==> src/rtl/muldiv_ctrl_pkg.sv <==
// rtl/muldiv_ctrl_pkg.sv - shared M-extension op codes, FSM states and result helpers
// Contents: md_code_e (funct3 encodings used by EX decode and the divider),
//           md_state_e (controller FSM states), md_special / md_finish helpers.
package muldiv_ctrl_pkg;

    typedef enum logic [2:0] {
        MD_MUL    = 3'd0,
        MD_MULH   = 3'd1,
        MD_MULHSU = 3'd2,
        MD_MULHU  = 3'd3,
        MD_DIV    = 3'd4,
        MD_DIVU   = 3'd5,
        MD_REM    = 3'd6,
        MD_REMU   = 3'd7
    } md_code_e;

    typedef enum logic [1:0] {
        S_IDLE = 2'd0,
        S_CALC = 2'd1,
        S_DONE = 2'd2
    } md_state_e;

    localparam logic [4:0]  LAST_ITER = 5'd31;
    localparam logic [31:0] INT_MIN   = 32'h8000_0000;

    function automatic logic md_is_div(input md_code_e code);
        return code[2];
    endfunction

    // Fixed results for divide-by-zero and signed INT_MIN / -1.
    function automatic logic [31:0] md_special(input md_code_e code,
                                               input logic [31:0] rs1,
                                               input logic div_zero);
        logic [31:0] res;
        if (div_zero)
            res = (code == MD_DIV || code == MD_DIVU) ? 32'hFFFF_FFFF : rs1;
        else
            res = (code == MD_DIV) ? INT_MIN : 32'h0000_0000;
        return res;
    endfunction

    // Applies sign correction to the magnitude result and selects the output word.
    // For divides acc holds {remainder, quotient}; for multiplies the product.
    function automatic logic [31:0] md_finish(input md_code_e code,
                                              input logic neg,
                                              input logic [63:0] acc);
        logic [63:0] prod;
        logic [31:0] quo;
        logic [31:0] rem;
        logic [31:0] res;
        prod = neg ? -acc : acc;
        quo  = neg ? -acc[31:0] : acc[31:0];
        rem  = neg ? -acc[63:32] : acc[63:32];
        case (code)
            MD_MUL:                       res = prod[31:0];
            MD_MULH, MD_MULHSU, MD_MULHU: res = prod[63:32];
            MD_DIV, MD_DIVU:              res = quo;
            default:                      res = rem;
        endcase
        return res;
    endfunction

endpackage

==> src/rtl/muldiv_ctrl_if.sv <==
// rtl/muldiv_ctrl_if.sv - EX-stage <-> multiply/divide unit signal bundle
// master (EX side): drives cmd_md_ex, md_code_ex, rs1_sel, rs2_sel, jmp_purge_ma,
//                   rst_pipe, stall; receives md_stall, md_done, md_result.
// slave (muldiv_ctrl): the reverse.
interface muldiv_ctrl_if;
    import muldiv_ctrl_pkg::*;

    logic        cmd_md_ex;
    logic [2:0]  md_code_ex;
    logic [31:0] rs1_sel;
    logic [31:0] rs2_sel;
    logic        jmp_purge_ma;
    logic        rst_pipe;
    logic        stall;
    logic        md_stall;
    logic        md_done;
    logic [31:0] md_result;

    modport master (
        output cmd_md_ex, md_code_ex, rs1_sel, rs2_sel, jmp_purge_ma, rst_pipe, stall,
        input  md_stall, md_done, md_result
    );

    modport slave (
        input  cmd_md_ex, md_code_ex, rs1_sel, rs2_sel, jmp_purge_ma, rst_pipe, stall,
        output md_stall, md_done, md_result
    );
endinterface

==> src/rtl/muldiv_ctrl_md_core.sv <==
// rtl/muldiv_ctrl_md_core.sv - 64-bit shift-add multiply / restoring divide datapath
// Ports: clk, rst; load (capture a_mag/b_mag), step (one iteration), is_div (mode),
//        a_mag (multiplier or dividend), b_mag (multiplicand or divisor),
//        acc_nxt (accumulator value after this cycle's update).
module md_core (
    input  logic        clk,
    input  logic        rst,
    input  logic        load,
    input  logic        step,
    input  logic        is_div,
    input  logic [31:0] a_mag,
    input  logic [31:0] b_mag,
    output logic [63:0] acc_nxt
);
    logic [63:0] acc_q, acc_d;
    logic [31:0] b_q, b_d;
    logic [32:0] sum;
    logic [32:0] rem_sh;
    logic [32:0] trial;

    always_comb begin
        acc_d  = acc_q;
        b_d    = b_q;
        sum    = '0;
        rem_sh = '0;
        trial  = '0;
        if (load) begin
            acc_d = {32'h0, a_mag};
            b_d   = b_mag;
        end else if (step) begin
            if (is_div) begin
                // Remainder shifted left with the next dividend bit; can reach 33 bits.
                rem_sh = acc_q[63:31];
                trial  = rem_sh - {1'b0, b_q};
                if (rem_sh >= {1'b0, b_q})
                    acc_d = {trial[31:0], acc_q[30:0], 1'b1};
                else
                    acc_d = {rem_sh[31:0], acc_q[30:0], 1'b0};
            end else begin
                // Add multiplicand into the high half when the low bit is set, then shift right
                // keeping the carry.
                sum   = {1'b0, acc_q[63:32]} + (acc_q[0] ? {1'b0, b_q} : 33'h0);
                acc_d = {sum, acc_q[31:1]};
            end
        end
    end

    always_ff @(posedge clk) begin
        if (rst) begin
            acc_q <= '0;
            b_q   <= '0;
        end else begin
            acc_q <= acc_d;
            b_q   <= b_d;
        end
    end

    assign acc_nxt = acc_d;
endmodule

==> src/rtl/muldiv_ctrl.sv <==
// rtl/muldiv_ctrl.sv - RV32M multiply/divide controller with pipeline stall handshake
// Ports: clk, rst (sync, active-high); md (muldiv_ctrl_if.slave) carrying the EX command,
//        operands, purge/flush/stall inputs and md_stall/md_done/md_result outputs.
// Parameter EARLY_OUT: 1 = divide-by-zero and INT_MIN/-1 finish without iterating.
module muldiv_ctrl
    import muldiv_ctrl_pkg::*;
#(
    parameter bit EARLY_OUT = 1'b1
) (
    input  logic          clk,
    input  logic          rst,
    muldiv_ctrl_if.slave  md
);
    md_state_e   state_q, state_d;
    logic [4:0]  cnt_q, cnt_d;
    md_code_e    code_q, code_d;
    logic        neg_q, neg_d;
    logic        spec_q, spec_d;
    logic [31:0] spec_res_q, spec_res_d;
    logic [31:0] result_q, result_d;

    md_code_e    code_in;
    logic        start;
    logic        signed_a, signed_b, a_neg, b_neg;
    logic [31:0] a_mag, b_mag;
    logic        div_zero, div_ovf;
    logic        core_load, core_step;
    logic [63:0] acc_nxt;

    assign code_in  = md_code_e'(md.md_code_ex);
    assign start    = (state_q == S_IDLE) && md.cmd_md_ex && !md.jmp_purge_ma && !md.rst_pipe;
    assign signed_a = (code_in == MD_MULH) || (code_in == MD_MULHSU) ||
                      (code_in == MD_DIV)  || (code_in == MD_REM);
    assign signed_b = (code_in == MD_MULH) || (code_in == MD_DIV) || (code_in == MD_REM);
    assign a_neg    = signed_a && md.rs1_sel[31];
    assign b_neg    = signed_b && md.rs2_sel[31];
    assign a_mag    = a_neg ? -md.rs1_sel : md.rs1_sel;
    assign b_mag    = b_neg ? -md.rs2_sel : md.rs2_sel;
    assign div_zero = md_is_div(code_in) && (md.rs2_sel == 32'h0);
    assign div_ovf  = ((code_in == MD_DIV) || (code_in == MD_REM)) &&
                      (md.rs1_sel == INT_MIN) && (md.rs2_sel == 32'hFFFF_FFFF);

    always_comb begin
        state_d    = state_q;
        cnt_d      = cnt_q;
        code_d     = code_q;
        neg_d      = neg_q;
        spec_d     = spec_q;
        spec_res_d = spec_res_q;
        result_d   = result_q;
        core_load  = 1'b0;
        core_step  = 1'b0;
        case (state_q)
            S_IDLE: begin
                if (start) begin
                    code_d     = code_in;
                    // Remainder takes the dividend's sign; everything else the XOR.
                    neg_d      = (code_in == MD_REM) ? a_neg : (a_neg ^ b_neg);
                    spec_d     = div_zero || div_ovf;
                    spec_res_d = md_special(code_in, md.rs1_sel, div_zero);
                    cnt_d      = 5'd0;
                    core_load  = 1'b1;
                    if ((div_zero || div_ovf) && EARLY_OUT) begin
                        state_d  = S_DONE;
                        result_d = md_special(code_in, md.rs1_sel, div_zero);
                    end else begin
                        state_d = S_CALC;
                    end
                end
            end
            S_CALC: begin
                core_step = 1'b1;
                cnt_d     = cnt_q + 5'd1;
                if (cnt_q == LAST_ITER) begin
                    state_d  = S_DONE;
                    // acc_nxt already includes the final iteration.
                    result_d = spec_q ? spec_res_q : md_finish(code_q, neg_q, acc_nxt);
                end
            end
            S_DONE: begin
                if (!md.stall)
                    state_d = S_IDLE;
            end
            default: state_d = S_IDLE;
        endcase
        if (md.rst_pipe) begin
            state_d   = S_IDLE;
            cnt_d     = 5'd0;
            core_step = 1'b0;
        end
    end

    always_ff @(posedge clk) begin
        if (rst) begin
            state_q    <= S_IDLE;
            cnt_q      <= 5'd0;
            code_q     <= MD_MUL;
            neg_q      <= 1'b0;
            spec_q     <= 1'b0;
            spec_res_q <= 32'h0;
            result_q   <= 32'h0;
        end else begin
            state_q    <= state_d;
            cnt_q      <= cnt_d;
            code_q     <= code_d;
            neg_q      <= neg_d;
            spec_q     <= spec_d;
            spec_res_q <= spec_res_d;
            result_q   <= result_d;
        end
    end

    md_core u_core (
        .clk     (clk),
        .rst     (rst),
        .load    (core_load),
        .step    (core_step),
        .is_div  (md_is_div(code_q)),
        .a_mag   (a_mag),
        .b_mag   (b_mag),
        .acc_nxt (acc_nxt)
    );

    assign md.md_stall  = start || (state_q == S_CALC);
    assign md.md_done   = (state_q == S_DONE);
    assign md.md_result = result_q;
endmodule

==> src/flat_wrapper.sv <==
// flat-port wrapper written by rule: the top's interface ports become plain ports
module muldiv_ctrl_flat import muldiv_ctrl_pkg::*;
#(
    parameter bit EARLY_OUT = 1'b1
)
  (clk, rst, md_cmd_md_ex, md_md_code_ex, md_rs1_sel, md_rs2_sel, md_jmp_purge_ma, md_rst_pipe, md_stall, md_md_stall, md_md_done, md_md_result);
  muldiv_ctrl_if md_i ();
  input  logic clk;
  input  logic rst;
  input wire logic [$bits(md_i.cmd_md_ex)-1:0] md_cmd_md_ex;
  input wire logic [$bits(md_i.md_code_ex)-1:0] md_md_code_ex;
  input wire logic [$bits(md_i.rs1_sel)-1:0] md_rs1_sel;
  input wire logic [$bits(md_i.rs2_sel)-1:0] md_rs2_sel;
  input wire logic [$bits(md_i.jmp_purge_ma)-1:0] md_jmp_purge_ma;
  input wire logic [$bits(md_i.rst_pipe)-1:0] md_rst_pipe;
  input wire logic [$bits(md_i.stall)-1:0] md_stall;
  output wire logic [$bits(md_i.md_stall)-1:0] md_md_stall;
  output wire logic [$bits(md_i.md_done)-1:0] md_md_done;
  output wire logic [$bits(md_i.md_result)-1:0] md_md_result;
  assign md_i.cmd_md_ex = md_cmd_md_ex;
  assign md_i.md_code_ex = md_md_code_ex;
  assign md_i.rs1_sel = md_rs1_sel;
  assign md_i.rs2_sel = md_rs2_sel;
  assign md_i.jmp_purge_ma = md_jmp_purge_ma;
  assign md_i.rst_pipe = md_rst_pipe;
  assign md_i.stall = md_stall;
  assign md_md_stall = md_i.md_stall;
  assign md_md_done = md_i.md_done;
  assign md_md_result = md_i.md_result;
  muldiv_ctrl #(.EARLY_OUT(EARLY_OUT)) u_core (.clk(clk), .rst(rst), .md(md_i));
endmodule
==> config.mk <==
export PLATFORM = sky130hd
export DESIGN_NAME = muldiv_ctrl_flat
export DESIGN_NICKNAME = d
export VERILOG_FILES = /design/src/rtl/muldiv_ctrl_pkg.sv /design/src/rtl/muldiv_ctrl_if.sv /design/src/rtl/muldiv_ctrl_md_core.sv /design/src/rtl/muldiv_ctrl.sv /design/src/flat_wrapper.sv
export SDC_FILE = /design/constraint.sdc
export NUM_CORES = 1
export LEC_CHECK = 0
export CAP_MARGIN = 20
export CELL_PAD_IN_SITES_DETAIL_PLACEMENT = 0
export CELL_PAD_IN_SITES_GLOBAL_PLACEMENT = 1
export CORE_UTILIZATION = 48
export DETAILED_ROUTE_END_ITERATION = 8
export PLACE_DENSITY = 0.95
export SETUP_SLACK_MARGIN = 0.1
export SYNTH_ARGS = -nofsm -noshare
export SYNTH_HDL_FRONTEND = slang
export SYNTH_SLANG_ARGS = --single-unit
==> constraint.sdc <==
create_clock -name clk -period 9.07 [get_ports clk]
set_input_delay 1.814 -clock clk [delete_from_list [all_inputs] [get_ports clk]]
set_output_delay 1.814 -clock clk [all_outputs]
set_load 0.005 [all_outputs]
==> reports/qor.yml, run 1 <==
synth_top_family_by_area: "compound AO/OA/AOI/OAI gates"
drt-initial-drc-count: 2660
status: "finished clean"
io_pins: 107
gr-total-overflow: 0
synth_cell_types: 96
critical_path_class: "in2reg"
cts_tree: "done"
cp.arrival_ps: 7320
synth.yosys.warnings: 0
synth_area_leader_cell: "dfxtp_1"
start_kind: "input pin"
grt_usage_pct: 39.0
clkLatencyLatePin_ps: 480
rows: 68
r2r_start: "u_core.u_core.b_q[9]"
cts_inserted_buffers: 17
syn2layout_area_growth_pct: 11.3
io_buffers: 106
dieHeight_um: 190
clock_skew_ps: 23.3
initial_core_util_pct: 49.1
max_freq_mhz: 143
cts_resized: 0
post-place-ws_ps: 1750
syn-num-nets: 2554
drtPass1Iterations: 6
hp-class: "reg2reg"
async_flop_share_pct: 0
slew_violations: 0
setup_viol: 0
fp.dieArea_um2: 36300
cts_root_buffer: "clkbuf_16"
worst_slack_ps: 2060
syn-mean-instance-area_um2: 7.08
worstMarginPinSlew_ps: 1080
synth-compound-area-share_pct: 32.4
p_leak_nw: 6.82
synth_edf_count: 0
min_period_ps: 7010
muxShareOfSynthArea_pct: 3.11
hold_buffers: 0
viasPerCell: 6.87
cap_violations: 0
num_vias: 19700
globalplace.congestion: 1.03
min_from: "u_core.spec_res_q[25]"
nets: 2553
wl_um: 71800
cts_buffer_depth: 2
synth_seq_area_share_pct: 20.2
clk_pin_slew_ps: 80
post_cts_buffers: 0
cp-end-kind: "flip-flop"
syn_inst: 2408
grt_first_pass_wirelength_um: 108000
fin_crit_sh_pct: 77.3
grt_pass1_vias: 17900
hold_violations: 0
drc_errors: 0
yosysMostFrequentCell: "nor2_1"
ir_worst_vdd_mv: 0.152
synth-main-ff-cell: "dfxtp_1"
cp_max_fo: 32
synth_top_area_share_pct: 20.2
ys_top_cells_by_count: "324 x nor2_1, 203 x nand2_1, 182 x a21oi_1"
clock_sinks: 172
synth-simple-area-share_pct: 26.7
maxSlewHeadroom_pct: 27.8
dp_hpwl_um: 54100
drive_above_1_share_pct: 6.07
ant_nets: 0
required_ps: 9380
rsz0062_at_grt: "false"
synth_xor_area_share_pct: 6.53
syn_area_um2: 17000
wl_per_cell_um: 25.0
ys_ff_latch: 172
die_x_um: 190
setup_tns_ps: 0
setup.worst_path.start: "md_rs2_sel[13]"
cts_max_level: 4
grt_antenna_before_repair: 0
synth.top_cells.by_area: "dfxtp_1 20%, nor2_1 7.1%, a21oi_1 5.3%"
powerDensity_nw_per_um2: 122
diodes: 0
grt_max_degree: 80
fp.coreArea_um2: 34700
synthAdderAreaFrac_pct: 5.45
[layout make-up]
type | instances | area, um^2
fillers | 3490 | 15700
clock inverters | 15 | 203
well taps | 455 | 569
inverters | 72 | 270
flip-flops and latches | 172 | 3450
repair buffers | 145 | 1370
multi-input cells | 1999 | 12700
clock buffers | 17 | 425
[kinds of logic (layout without fill, tap and decap cells)]
group                    count (synthesis)  after routing
multiplexers                            52             52
XOR/XNOR                               127            127
buffers and inverters                  237            249
AND/OR/NAND/NOR                        928            928
adder cells (fa/ha/maj)                 73             73
flip-flops                             172            172
AO/OA/AOI/OAI                          819            819
[final timing paths]
kind                              to  slack (ps)  cells past startpoint
max reg2reg  u_core.md.md_result[28]        2950                     19
min reg2reg    u_core.spec_res_q[25]         460                      2
max          u_core.md.md_result[25]        2060                     15
min            u_core.spec_res_q[25]         460                      2
[routing by layer]
layer | wire length, um | GRT usage, % | share of wire [%]
met5 | 0 | 0 | 0
met4 | 3070 | 16.5 | 4.3
met3 | 8080 | 9.18 | 11
met2 | 30700 | 58.6 | 43
met1 | 30000 | 53.1 | 42
[stage by stage]
| stage | total power (W) | hold slack [ps] | std cells | cell area, um^2 | utilization [%] |
|---|---|---|---|---|---|
| 6_report | 0.00231 | 458 | 2875 | 19000 | 54.6 |
| 2_1_floorplan | 0.00124 | 429 | 2408 | 17000 | - |
| 4_1_cts | 0.00228 | 454 | 2873 | 18900 | 54.5 |
| 3_5_place_dp | 0.00148 | 444 | 2841 | 18300 | 52.7 |
| 5_1_grt | 0.00238 | 477 | 2875 | 19000 | 54.6 |
| 3_3_place_gp | 0.00147 | 438 | 2841 | 18300 | 52.7 |
[cells in the final DEF, fill, tap and decap left out, types with 13 or more instances in the layout]
cell	count
ha_1	71
o21a_1	20
o31ai_1	35
xor2_1	60
nor2_1	324
buf_4	38
a211oi_1	78
a311oi_1	18
a22oi_1	25
or2_2	13
inv_1	72
clkbuf_16	17
clkdlybuf4s50_1	105
nand4_1	34
mux2i_1	44
a21o_1	25
xnor2_1	67
nor4_1	19
o221ai_1	13
nor3_1	67
o211ai_1	45
nand3_1	62
and3_1	22
dfxtp_1	170
o21ai_0	178
a21oi_1	182
nand2_1	202
and2_1	55
nor2b_1	21
a31oi_1	31
or3_1	35
[critical path, cell delays in order]
cell             delay, ps
clkdlybuf4s50_1        500
or3_1                  440
or3_1                  370
or4_1                  480
or3_1                  400
nor4_2                 260
buf_4                  310
a31oi_1                120
or4b_1                 580
a21oi_4                780
and2_1                 550
o311a_1                240
o21ai_0                 70
a221oi_1               300
nor3_1                  80
[report_power, final]
part           internal (W)  switching (W)  total (W)
combinational      0.000228       0.000469   0.000697
clock              0.000423       0.000393   0.000815
sequential         0.000772      0.0000259   0.000798
total               0.00142       0.000888    0.00231
[flip-flops by register name, summed over array words and instances, names as in the netlist, 2 cells and up]
| name | flops |
|---|---|
| u_core.u_core.acc_q | 64 |
| u_core.md.md_result | 32 |
| u_core.spec_res_q | 32 |
| u_core.u_core.b_q | 32 |
| u_core.cnt_q | 5 |
| u_core.code_q | 3 |
| u_core.state_q | 2 |
(Power assumes the default switching activity.)
==> run 2, diff against run 1 <==
Settings changed: CORE_UTILIZATION 48 to 45, PLACE_DENSITY 0.95 to 0.91.
Clock period 9.07 ns to 6.87 ns, I/O delays scaled along.
==> run 2 against run 1 <==
Net effect:
- power increased by 31%
- count of clock-buffer cells in the layout unchanged
- combinational power increased by 33%
- critical path depth unchanged
- via count increased by 0.50%
- clock power increased by 28%
- first-iteration DRC count decreased by 3.2%
- cell area increased by 1.1%
- setup slack got worse by 1400 ps
==> reports/qor.yml, run 2 (synthesis results as in run 1) <==
clkLatencyLatePin_ps: 470  # was 480 ps
cp-end-kind: "flip-flop"  # unchanged
maxSlewHeadroom_pct: 24.9  # was 27.8%
slew_violations: 0  # unchanged
ir_worst_vdd_mv: 0.203  # was 0.152 mV
powerDensity_nw_per_um2: 158  # was 122 nW/um^2
cts_tree: "done"  # unchanged
largest_reg_flops: 64  # unchanged
final_cell_mix: "324 x nor2_1, 202 x nand2_1, 182 x a21oi_1, 177 x o21ai_0, 170 x dfxtp_1"  # was 324 x nor2_1, 202 x nand2_1, 182 x a21oi_1, 178 x o21ai_0, 170 x dfxtp_1
internal-power_w: 0.00182  # was 0.00142 W
switching_share_pct: 39.7  # was 38.4%
num_vias: 19800  # was 19,700
mostFrequentLayoutCell: "nor2_1"  # unchanged
grt_antenna_before_repair: 2  # was 0
grt_pass1_vias: 18100  # was 17,900
rows: 70  # was 68
max_freq_mhz: 162
die_x_um: 197  # was 190 um
cp.arrival_ps: 6520  # was 7320 ps
status: "finished clean"  # unchanged
hold_violations: 0  # unchanged
drtPass1Iterations: 6  # unchanged
gr-total-overflow: 0  # unchanged
syn2layout_area_growth_pct: 12.5  # was 11.3%
clock_sinks: 172  # unchanged
cap_violations: 0  # unchanged
rsz0062_at_grt: "false"  # unchanged
cts_max_level: 4  # unchanged
fp.dieArea_um2: 38600  # was 36,300 um^2
combPwrFrac_pct: 30.7  # was 30.2%
hold_ws_ps: 453  # was 458 ps
p_sw_w: 0.00120  # was 0.000888 W
drt-initial-drc-count: 2576  # was 2,660
nets: 2575  # was 2,553
post_cts_buffers: 0  # unchanged
fp.coreArea_um2: 37000  # was 34,700 um^2
largest_register: "u_core.u_core.acc_q"  # unchanged
critical_path_class: "in2reg"  # unchanged
fillers: 3807  # was 3,490
globalplace.congestion: 1.01  # was 1.03
dp_hpwl_um: 56200  # was 54,100 um
cts_root_buffer: "clkbuf_16"  # unchanged
cts_buffer_depth: 2  # unchanged
viasPerCell: 6.73  # was 6.87
dieHeight_um: 197  # was 190 um
grt_usage_pct: 37.1  # was 39.0%
min_period_ps: 6190
grt_max_degree: 80  # unchanged
wl_um: 72900  # was 71,800 um
p_clk_share_pct: 34.3  # was 35.3%
setup_tns_ps: 0  # unchanged
drive_above_1_share_pct: 6.96  # was 6.07%
grt_first_pass_wirelength_um: 110000  # was 108,000 um
required_ps: 7200  # was 9380 ps
io_pins: 107  # unchanged
ant_nets: 0  # unchanged
cp_max_fo: 33  # was 32
clk_pin_slew_ps: 80  # about the same
worstMarginPinSlew_ps: 1100  # was 1080 ps
hp-class: "reg2reg"  # unchanged
start_kind: "input pin"  # unchanged
p_seq_share_pct: 34.9  # was 34.5%
p_leak_nw: 6.90  # was 6.82 nW
clock_skew_ps: 14.2  # was 23.3 ps
wl_per_cell_um: 24.8  # was 25.0 um
fin_crit_sh_pct: 90.1
initial_core_util_pct: 46.1  # was 49.1%
hold_buffers: 0  # unchanged
cts_resized: 0  # unchanged
cts_inserted_buffers: 17  # unchanged
setup_viol: 0  # unchanged
drc_errors: 0  # unchanged
io_buffers: 106  # unchanged
-- run 2: final timing paths --
kind | from | endpoint | slack, ps | cells after the start
setup / recovery | md_rst_pipe | u_core.md.md_result[19] | 680 | 15
hold / removal | u_core.spec_res_q[25] | u_core.spec_res_q[25] | 450 | 2
setup reg to reg | u_core.u_core.b_q[30] | u_core.md.md_result[19] | 820 | 15
hold reg to reg | u_core.spec_res_q[25] | u_core.spec_res_q[25] | 450 | 2
-- run 2: cell type report --
type                            count  area [um^2]  share of cell area, %
Clock buffer                       17          425                   2.22
Tap cell                          504          631                   3.29
Timing Repair Buffer              167         1530                   8.00
Antenna cell                        1         2.50                 0.0131
Inverter                           72          270                   1.41
Clock inverter                     15          176                  0.920
Sequential cell                   172         3450                   18.0
Multi-Input combinational cell   1999        12700                   66.2
-- run 2: metal layers --
| metal | part of all wire [%] | vias to the layer above | global-route usage [%] | routed length [um] |
|---|---|---|---|---|
| li1 | - | 8991 | - | - |
| met3 | 10 | 188 | 6.31 | 7390 |
| met5 | 0 | - | 0 | 0 |
| met2 | 44 | 1106 | 56.4 | 31800 |
| met4 | 4.2 | 0 | 15.5 | 3050 |
| met1 | 42 | 9560 | 51.6 | 30700 |
-- run 2: worst max-delay path: stages --
cell	delay [ps]
clkdlybuf4s50_1	560
or4b_4	610
nor2_4	250
buf_4	420
mux2i_1	150
a311oi_2	520
and3_1	310
and4_1	260
nand2_1	160
nor4b_4	610
nand4_4	280
o21ai_0	260
xor2_1	90
a221oi_1	560
nor3_1	90
-- run 2: through the flow --
stage	setup WS (ps)	instance area (um^2)	utilization (%)	power, W	cells
floorplan	1700	17000	-	0.00163	2408
global placement	450	18600	50.2	0.00196	2913
detailed placement	357	18600	50.2	0.00197	2914
CTS	835	19200	51.9	0.00299	2946
global route	506	19200	51.9	0.00311	2946
finish	680	19200	51.9	0.00302	2947
-- run 2: power groups by stage --
stage	Combinational (W)	Clock [W]	Sequential (W)
finish	0.000928	0.00104	0.00105
global route	0.000981	0.00108	0.00105
CTS	0.000897	0.00104	0.00105
detailed placement	0.000894	0	0.00108
global placement	0.000886	0	0.00107
floorplan	0.000577	0	0.00105
==> edit, RTL diff (flow settings as in run 1) <==
`EARLY_OUT` is set to 1'b1 in 2 places; all go to 1'b0.
--- a/src/rtl/muldiv_ctrl.sv
+++ b/src/rtl/muldiv_ctrl.sv
@@ -6,5 +6,5 @@
     import muldiv_ctrl_pkg::*;
 #(
-    parameter bit EARLY_OUT = 1'b1
+    parameter bit EARLY_OUT = 1'b0
 ) (
     input  logic          clk,
--- a/src/flat_wrapper.sv
+++ b/src/flat_wrapper.sv
@@ -2,5 +2,5 @@
 module muldiv_ctrl_flat import muldiv_ctrl_pkg::*;
 #(
-    parameter bit EARLY_OUT = 1'b1
+    parameter bit EARLY_OUT = 1'b0
 )
   (clk, rst, md_cmd_md_ex, md_md_code_ex, md_rs1_sel, md_rs2_sel, md_jmp_purge_ma, md_rst_pipe, md_stall, md_md_stall, md_md_done, md_md_result);
Formal check against the unedited RTL: not equivalent (a bounded check fails within 4 cycles, from zero or initial values and one cycle with rst high).
==> edit against run 1 <==
Via count decreased by 3.5%. Register-to-register slack lost 190 ps. Area after synthesis fell by 1.8%. Worst setup slack improved by 490 ps. Sequential cell count unchanged. Power down 5.4%. Wire length shrank 6.3%. Final area fell by 1.7%. Non-clock buffer count stayed put. Synthesized cell count shrank 1.2%. Critical path type unchanged. Largest cell class unchanged.
==> edit: results (changes against run 1) <==
- Critical path data arrival time: 6870 ps (-450 ps)
- Buffering overhead: 7.422% (+0.19 points)
- Worst rel slew slack: 30.01% (+2.2 points)
- Reg2Reg Setup Slack: 2760 ps (-190 ps)
- Highest-delay cell along the critical path: nor3_1
- ANT cells: 3 (+3)
- Start of the worst register-to-register path: u_core.u_core.acc_q[0]
- Total Nets Final: 2,521 (-1.3%)
- Compound-Gate Fraction of Synth Area: 30.88% (-1.6 points)
- Sequential-to-total area share from yosys stat: 20.57% (+0.37 points)
- TritonRoute pass-1 iters: 8 (+2)
- Synth cell types: 94 (-2.1%)
- Clock Skew: 24.25 ps (+0.9622 ps)
- # fillers: 3,367 (-3.5%)
- VDD IR max: 0.0001454 V (-4.2%)
- Max reg flops: 64 (unchanged)
- Vias: 19,050 (-3.5%)
- Syn-to-layout area delta: 11.40% (about the same)
- Clk_lat worst skew: 460 ps (-20 ps)
- Total GRT Usage: 37.14% (-1.9 points)
- Maximum fanout along the worst path: 18 (-44%)
- Share of layout cells above drive strength 1: 5.737% (-0.34 points)
- Multi-input combinational area share: 66.38% (-0.49 points)
- Vias in the first global route: 17,170 (-4.2%)
- Clkbuf count: 20 (+3)
- Critical Path Max Stage Delay: 860 ps (+80 ps)
- Worst R2R End: u_core.md.md_result[25]
- Pwr/cell area: 117.2 nW/um2 (-3.7%)
- Worst setup margin: 2553 ps (+492.3 ps)
- Xor and xnor area share after synthesis: 6.698% (+0.17 points)
- Post-synth top cells: 269 x nor2_1, 248 x nand2_1, 203 x a21oi_1
- Switch share: 36.14% (-2.3 points)
- Clock-cell share of area: 3.161% (-0.15 points)
- Routed WL: 67,300 um (-6.3%)
- DRT iter0 DRCs: 2,368 (-11%)
- Post-Synth Adder-Cell Area: 5.547% (+0.099 points)
- Pre-CTS setup slack: 2190 ps (+436.3 ps)
- Hold path startpoint: u_core.spec_res_q[26]
- Setup crit end: u_core.md.md_result[26]
- Register cell area after layout: 3448 um2 (about the same)
- Antenna violations before repair: 2 (+2)
- RePlAce Congestion: 1.053 (+2.7%)
- Die outline width: 188.7 um (-0.88%)
- Dpl hpwl: 51,080 um (-5.5%)
- Largest net degree at the start of global routing: 149 (+86%)
- Count of multi-input gates: 1,967 (-1.6%)
- First-pass GRT wire length: 102,300 um (-5.1%)
- Hold endpoint: u_core.spec_res_q[26]
- Largest cells by area after synthesis: dfxtp_1 21%, a21oi_1 6.1%, nor2_1 6.0%
- Outcome: completed
- Share of the synthesized area in the top cell type: 20.57% (+0.37 points)
- Post-DP Area: 18,010 um2 (-1.6%)
- Pleak: 6.707 nW (-1.6%)
## edit: cell types whose count changed in the layout (fill, tap and decap cells not counted), moves of 14 or more
cell / change
nor2_1: -57
nand2_1: +45
o211ai_1: +23
a21oi_1: +21
o21ai_0: -20
a22oi_1: -18
a211oi_1: -16
nand2b_1: +16
and2_1: -15
xnor2_1: +14
## edit: kinds of logic (layout without fill, tap and decap cells)
logic type / after synthesis / after routing
XOR/XNOR: 128 / 128
buffers and inverters: 239 / 249
multiplexers: 61 / 61
flip-flops: 172 / 172
adder cells (fa/ha/maj): 73 / 73
AND/OR/NAND/NOR: 927 / 927
AO/OA/AOI/OAI: 778 / 778
other: 0 / 3
## edit: stage by stage
stage / hold slack, ps / instances
after floorplan: 426.8 / 2378
after global placement: 437.3 / 2809
after detailed placement: 442.5 / 2809
after CTS: 451.3 / 2841
after global routing: 469.0 / 2843
final: 452.1 / 2846
## edit: per-layer routing
metal / wire [um] / track usage (%) / up-vias
met5: 9 / 0 / -
met4: 2617 / 14.24 / 2
met3: 6851 / 6.649 / 164
met2: 28800 / 56.26 / 1084
met1: 29030 / 51.97 / 8996
li1: - / - / 8802
## edit: power groups by stage
stage | logic, mW | registers [mW] | clock network [mW]
2_1_floorplan | 0.401 | 0.798 | 0
3_3_place_gp | 0.589 | 0.812 | 0
3_5_place_dp | 0.596 | 0.812 | 0
4_1_cts | 0.598 | 0.795 | 0.768
5_1_grt | 0.661 | 0.797 | 0.795
6_report | 0.619 | 0.797 | 0.769
## edit: tightest hold or removal path, delay by kind of cell (launching register included)
kind / cells / cell delay [ps]
AOI/OAI and AO/OA: 1 / 50
and+or+nand+nor: 1 / 50
DFF: 1 / 310
